[src/rtl/mem_arbiter.sv]
// Arbitrates the byte-wide memory port between the RV32I core and the host.
// Host word accesses are split into four little-endian byte beats.
module mem_arbiter #(
    parameter int MABL = 19
) (
    input  logic            clk,
    input  logic            rst_n,
    output logic            core_run,
    input  logic            core_cede,
    input  logic            core_we,
    input  logic [7:0]      core_wd,
    input  logic [MABL-1:0] core_ad,
    input  logic            host_req,
    output logic            host_grant,
    input  logic            host_valid,
    input  logic            host_wr,
    input  logic [MABL-1:0] host_ad,
    input  logic [31:0]     host_wdata,
    output logic            host_ready,
    output logic            host_done,
    output logic [31:0]     host_rdata,
    input  logic [7:0]      mem_rd,
    output logic            mem_we,
    output logic [7:0]      mem_wd,
    output logic [MABL-1:0] mem_ad
);

    typedef enum logic [2:0] {
        S_CORE,
        S_DRAIN,
        S_HOST_IDLE,
        S_XFER,
        S_RELEASE
    } state_t;

    state_t          state_q, state_d;
    logic [2:0]      beat_q, beat_d;
    logic            done_q, done_d;
    logic [31:0]     rdata_q, rdata_d;
    logic            wr_q, wr_d;
    logic [MABL-1:0] ad_q, ad_d;
    logic [MABL-1:0] hold_ad_q, hold_ad_d;
    logic [31:0]     wdata_q, wdata_d;
    logic [23:0]     rbuf_q, rbuf_d;

    logic [1:0]      beat_lo;
    logic [MABL-1:0] xfer_ad;
    logic            mem_we_raw;
    logic            host_ad_unused;

    assign host_ad_unused = ^host_ad[1:0];

    // The extra read-capture beat (4) keeps presenting the last byte address.
    assign beat_lo = beat_q[2] ? 2'd3 : beat_q[1:0];
    assign xfer_ad = ad_q + MABL'(beat_lo);

    always_ff @(posedge clk) begin
        if (!rst_n) begin
            state_q <= S_CORE;
            beat_q  <= 3'd0;
            done_q  <= 1'b0;
            rdata_q <= 32'd0;
        end else begin
            state_q <= state_d;
            beat_q  <= beat_d;
            done_q  <= done_d;
            rdata_q <= rdata_d;
        end
    end

    always_ff @(posedge clk) begin
        wr_q      <= wr_d;
        ad_q      <= ad_d;
        hold_ad_q <= hold_ad_d;
        wdata_q   <= wdata_d;
        rbuf_q    <= rbuf_d;
    end

    always_comb begin
        state_d   = state_q;
        beat_d    = beat_q;
        done_d    = 1'b0;
        rdata_d   = rdata_q;
        wr_d      = wr_q;
        ad_d      = ad_q;
        hold_ad_d = hold_ad_q;
        wdata_d   = wdata_q;
        rbuf_d    = rbuf_q;
        case (state_q)
            S_CORE: begin
                if (host_req) state_d = S_DRAIN;
            end
            S_DRAIN: begin
                if (core_cede)      state_d = S_HOST_IDLE;
                else if (!host_req) state_d = S_CORE;
            end
            S_HOST_IDLE: begin
                if (host_valid) begin
                    wr_d    = host_wr;
                    ad_d    = {host_ad[MABL-1:2], 2'b00};
                    wdata_d = host_wdata;
                    beat_d  = 3'd0;
                    state_d = S_XFER;
                end else if (!host_req) begin
                    state_d = S_RELEASE;
                end
            end
            S_XFER: begin
                hold_ad_d = xfer_ad;
                beat_d    = beat_q + 3'd1;
                if (wr_q) begin
                    if (beat_q == 3'd3) begin
                        done_d  = 1'b1;
                        state_d = S_HOST_IDLE;
                    end
                end else begin
                    // mem_rd belongs to the address presented one beat earlier.
                    case (beat_q)
                        3'd1: rbuf_d[7:0]   = mem_rd;
                        3'd2: rbuf_d[15:8]  = mem_rd;
                        3'd3: rbuf_d[23:16] = mem_rd;
                        3'd4: begin
                            rdata_d = {mem_rd, rbuf_q};
                            done_d  = 1'b1;
                            state_d = S_HOST_IDLE;
                        end
                        default: ;
                    endcase
                end
            end
            S_RELEASE: begin
                state_d = S_CORE;
            end
            default: state_d = S_CORE;
        endcase
    end

    always_comb begin
        core_run   = 1'b0;
        host_grant = 1'b0;
        host_ready = 1'b0;
        mem_we_raw = 1'b0;
        mem_wd     = core_wd;
        mem_ad     = core_ad;
        case (state_q)
            S_CORE: begin
                core_run   = 1'b1;
                mem_we_raw = core_we;
            end
            S_DRAIN: begin
                mem_we_raw = core_we;
            end
            S_HOST_IDLE: begin
                host_grant = 1'b1;
                host_ready = 1'b1;
                mem_wd     = 8'd0;
                mem_ad     = hold_ad_q;
            end
            S_XFER: begin
                host_grant = 1'b1;
                mem_we_raw = wr_q && !beat_q[2];
                mem_wd     = wdata_q[{beat_lo, 3'b000} +: 8];
                mem_ad     = xfer_ad;
            end
            default: ;
        endcase
    end

    assign mem_we     = mem_we_raw & rst_n;
    assign host_done  = done_q;
    assign host_rdata = rdata_q;

endmodule

[config.mk]
export PLATFORM = sky130hd
export DESIGN_NAME = mem_arbiter
export DESIGN_NICKNAME = d
export VERILOG_FILES = /design/src/rtl/mem_arbiter.sv
export SDC_FILE = /design/constraint.sdc
export NUM_CORES = 1
export LEC_CHECK = 0
export CORE_ASPECT_RATIO = 0.8
export CORE_MARGIN = 2
export CORE_UTILIZATION = 34
export CTS_CLUSTER_DIAMETER = 100
export DETAILED_ROUTE_END_ITERATION = 10
export PLACE_DENSITY = 0.71
export SYNTH_ARGS = -nofsm -noshare
export SYNTH_HDL_FRONTEND = slang
export SYNTH_SLANG_ARGS = --single-unit
[constraint.sdc]
create_clock -name clk -period 2.65 [get_ports clk]
set_input_delay 0.265 -clock clk [delete_from_list [all_inputs] [get_ports clk]]
set_output_delay 0.265 -clock clk [all_outputs]
set_load 0.05 [all_outputs]
==> results.json <==
{
  "switchingPower_mw": 1.14,
  "placed_cell_area_um2": 6950,
  "ctsHoldBuffers": 0,
  "wl_met1_mm": 5.24,
  "setup_tns_ps": 0,
  "num_antenna_cells": 0,
  "ys_seq_area_share_pct": 68.8,
  "post-cts-setup-buffer-count": 0,
  "crit_fanout": 17,
  "drt_first_iter_violations": 214,
  "cts.sink_count": 132,
  "yosys_most_used_dff": "edfxtp_1",
  "clkPwrFrac_pct": 46.4,
  "synth_area_leaders": "edfxtp_1, dfxtp_1, nand2_1",
  "dr_wl_met2_mm": 5.69,
  "grt_pass1_vias": 3545,
  "slew_viol_final": 0,
  "antenna_found_initial": 0,
  "num_vias": 3571,
  "grt_use_total_pct": 14.9,
  "gp_congestion": 0.736,
  "drv_cap": 0,
  "criticalPathCategory": "reg2out",
  "grt_overflow_total": 0,
  "clk_latency_ps": 410,
  "drive_gt1_share_pct": 15.1,
  "syn-num-nets": 499,
  "start_util_pct": 34.7,
  "die_h_um": 115,
  "synth.distinct_cells": 38,
  "numPortBuffers": 154,
  "path_clk_slew_ps": 60,
  "synth_top_area_share_pct": 53.8,
  "die_area_um2": 16300,
  "combPwrFrac_pct": 9.8,
  "synth_warnings": 0,
  "ir_drop_v": 0.000575,
  "fin_crit_ps": 2490,
  "coreArea_um2": 15000,
  "fin_nets": 656,
  "h-tree-depth": 4,
  "ys_ff_latch": 132,
  "design_area_um2": 7560,
  "period_share_pct": 94.1,
  "rsz0062_at_grt": "false",
  "p_per_area_nw_per_um2": 677,
  "status": "complete, no violations",
  "areaGrowthSynthToFinish_pct": 45.6,
  "die_width_um": 142,
  "internal_power_mw": 3.98,
  "hold_viol": 0,
  "max_clock_freq_ghz": 0.401,
  "hpwlAfterDp_mm": 8.33,
  "yosysTopAreaCell": "edfxtp_1",
  "hold_class": "in2reg",
  "async_flop_share_pct": 0,
  "skew_ps": 5.58,
  "syn_area_um2": 5190,
  "ios": 157,
  "seqPwrFrac_pct": 43.9,
  "cts_root_buffer": "clkbuf_16",
  "drc": 0,
  "ant_nets": 0,
  "p_leak_nw": 2.69,
  "worst_slew_pin_slew_ps": 1160,
  "setup_viol_count_final": 0,
  "place_ws_ps": 378,
  "synth_edf_count": 93,
  "grt_max_degree": 52,
  "highest_layer": "met4",
  "routed_via_density": 4.70,
  "critical_path.endpoint_type": "primary output",
  "cts_buffer_depth": 2,
  "max_slew_margin_pct": 22.8,
  "numCtsBuffers": 17,
  "syn_inst": 401,
  "worst_ep_required_time_ps": 2380,
  "startpoint_type": "flop",
  "cp.arrival_ps": 2230,
  "place_inst": 728,
  "route.met3.wl_um": 750,
  "syn_area_per_cell_um2": 13.0,
  "setup_slack_ps": 157,
  "switching_share_pct": 22.2,
  "grt_pass1_wl_mm": 18.3,
  "cts_tree": "done",
  "post_drt_wl_per_cell_um": 15.5,
  "first_pass_iters": 4,
  "fin_cells": 759,
  "wl_mm": 11.8,
  "rows": 40
}
-- routing by layer --
metal,track usage [%],vias up
met5,0,-
met4,4.00,0
met3,5.77,8
met2,24.3,101
met1,18.6,1698
li1,-,1764
-- worst max-delay path: stages (launching register included) --
cell      delay [ps]
dfxtp_2          610
nand3b_4         210
inv_1            280
o21ai_0          120
o21ai_0          400
buf_12           200
-- logic make-up after synthesis --
kind of cell	count (synthesis)	share of synthesized area, %
DFF	132	68.8
and+or+nand+nor	116	9.83
AOI/OAI and AO/OA	89	11.4
buffers and inverters	32	3.32
muxes	27	5.40
adders and majority gates	5	1.20
-- per-stage QoR --
step           util (%)  hold WS [ps]  power, mW
4_1_cts            50.5           386       5.18
6_report           50.5           405       5.12
3_3_place_gp       46.5           431       2.78
3_5_place_dp       46.5           440       2.79
2_1_floorplan         -           364       2.53
5_1_grt            50.5           379       5.29
-- area by class of cell --
type,instances,area [um2]
inverter,6,22.5
fill,1270,7400
tap,189,236
timing repair buffer,164,1650
sequential,132,3580
clock buffer,20,489
clock inverter,11,120
multi-input combinational,237,1460
-- final timing paths --
kind / slack [ps] / to / startpoint / cells after the start
worst max register to register: 560 / wdata_q[5] / state_q[1] / 3
worst min register to register: 450 / hold_ad_q[13] / ad_q[13] / 0
worst min-delay path: 410 / ad_q[13] / host_ad[13] / 1
worst max-delay path: 160 / mem_wd[0] / state_q[0] / 5
-- cells in the mapped netlist (all sizes together) (5+ instances only) --
cell type	count
o22ai	5
a21boi	32
dfxtp	39
clkbuf	10
edfxtp	93
o21ai	28
inv	6
ha	5
mux2i	19
buf	16
nand2	91
mux2	8
-- flip-flops by register name, summed over array words and instances, names as in the netlist --
register	flops
ad_q	17
state_q	3
host_rdata	32
host_done	1
wdata_q	32
beat_q	3
rbuf_q	24
hold_ad_q	19
wr_q	1
-- power groups by stage --
stage / combinational (mW) / sequential, mW / clock, mW
finish: 0.500 / 2.24 / 2.37
global route: 0.530 / 2.25 / 2.52
CTS: 0.505 / 2.24 / 2.43
detailed placement: 0.502 / 2.29 / 0
global placement: 0.497 / 2.29 / 0
floorplan: 0.252 / 2.27 / 0
-- cells in the final DEF (no fill, tap or decap), drive strengths merged --
| cell type | count |
|---|---|
| nand2b | 3 |
| a21oi | 4 |
| a21boi | 32 |
| nor4b | 2 |
| o2bb2ai | 1 |
| and2 | 2 |
| nor3b | 1 |
| ha | 5 |
| clkinv | 7 |
| a211oi | 4 |
| a22oi | 1 |
| mux2 | 8 |
| nand3b | 2 |
| o21ai | 28 |
| bufinv | 2 |
| clkdlybuf4s50 | 124 |
| or2 | 3 |
| a21o | 4 |
| nor2b | 3 |
| o31ai | 1 |
| a32oi | 1 |
| edfxtp | 93 |
| nand4 | 1 |
| inv | 8 |
| buf | 40 |
| o22ai | 5 |
| o32ai | 4 |
| dfxtp | 39 |
| and3 | 3 |
| o221ai | 4 |
| nand2 | 91 |
| clkbuf | 20 |
| nor3 | 1 |
| mux2i | 19 |
| nor2 | 4 |
-- repair_timing --
action / 4_1_cts / 5_1_grt
resized for setup: 1 / 1
pin swaps: 0 / 0
setup endpoints to repair: 2 / 1
(Power assumes the default switching activity.)
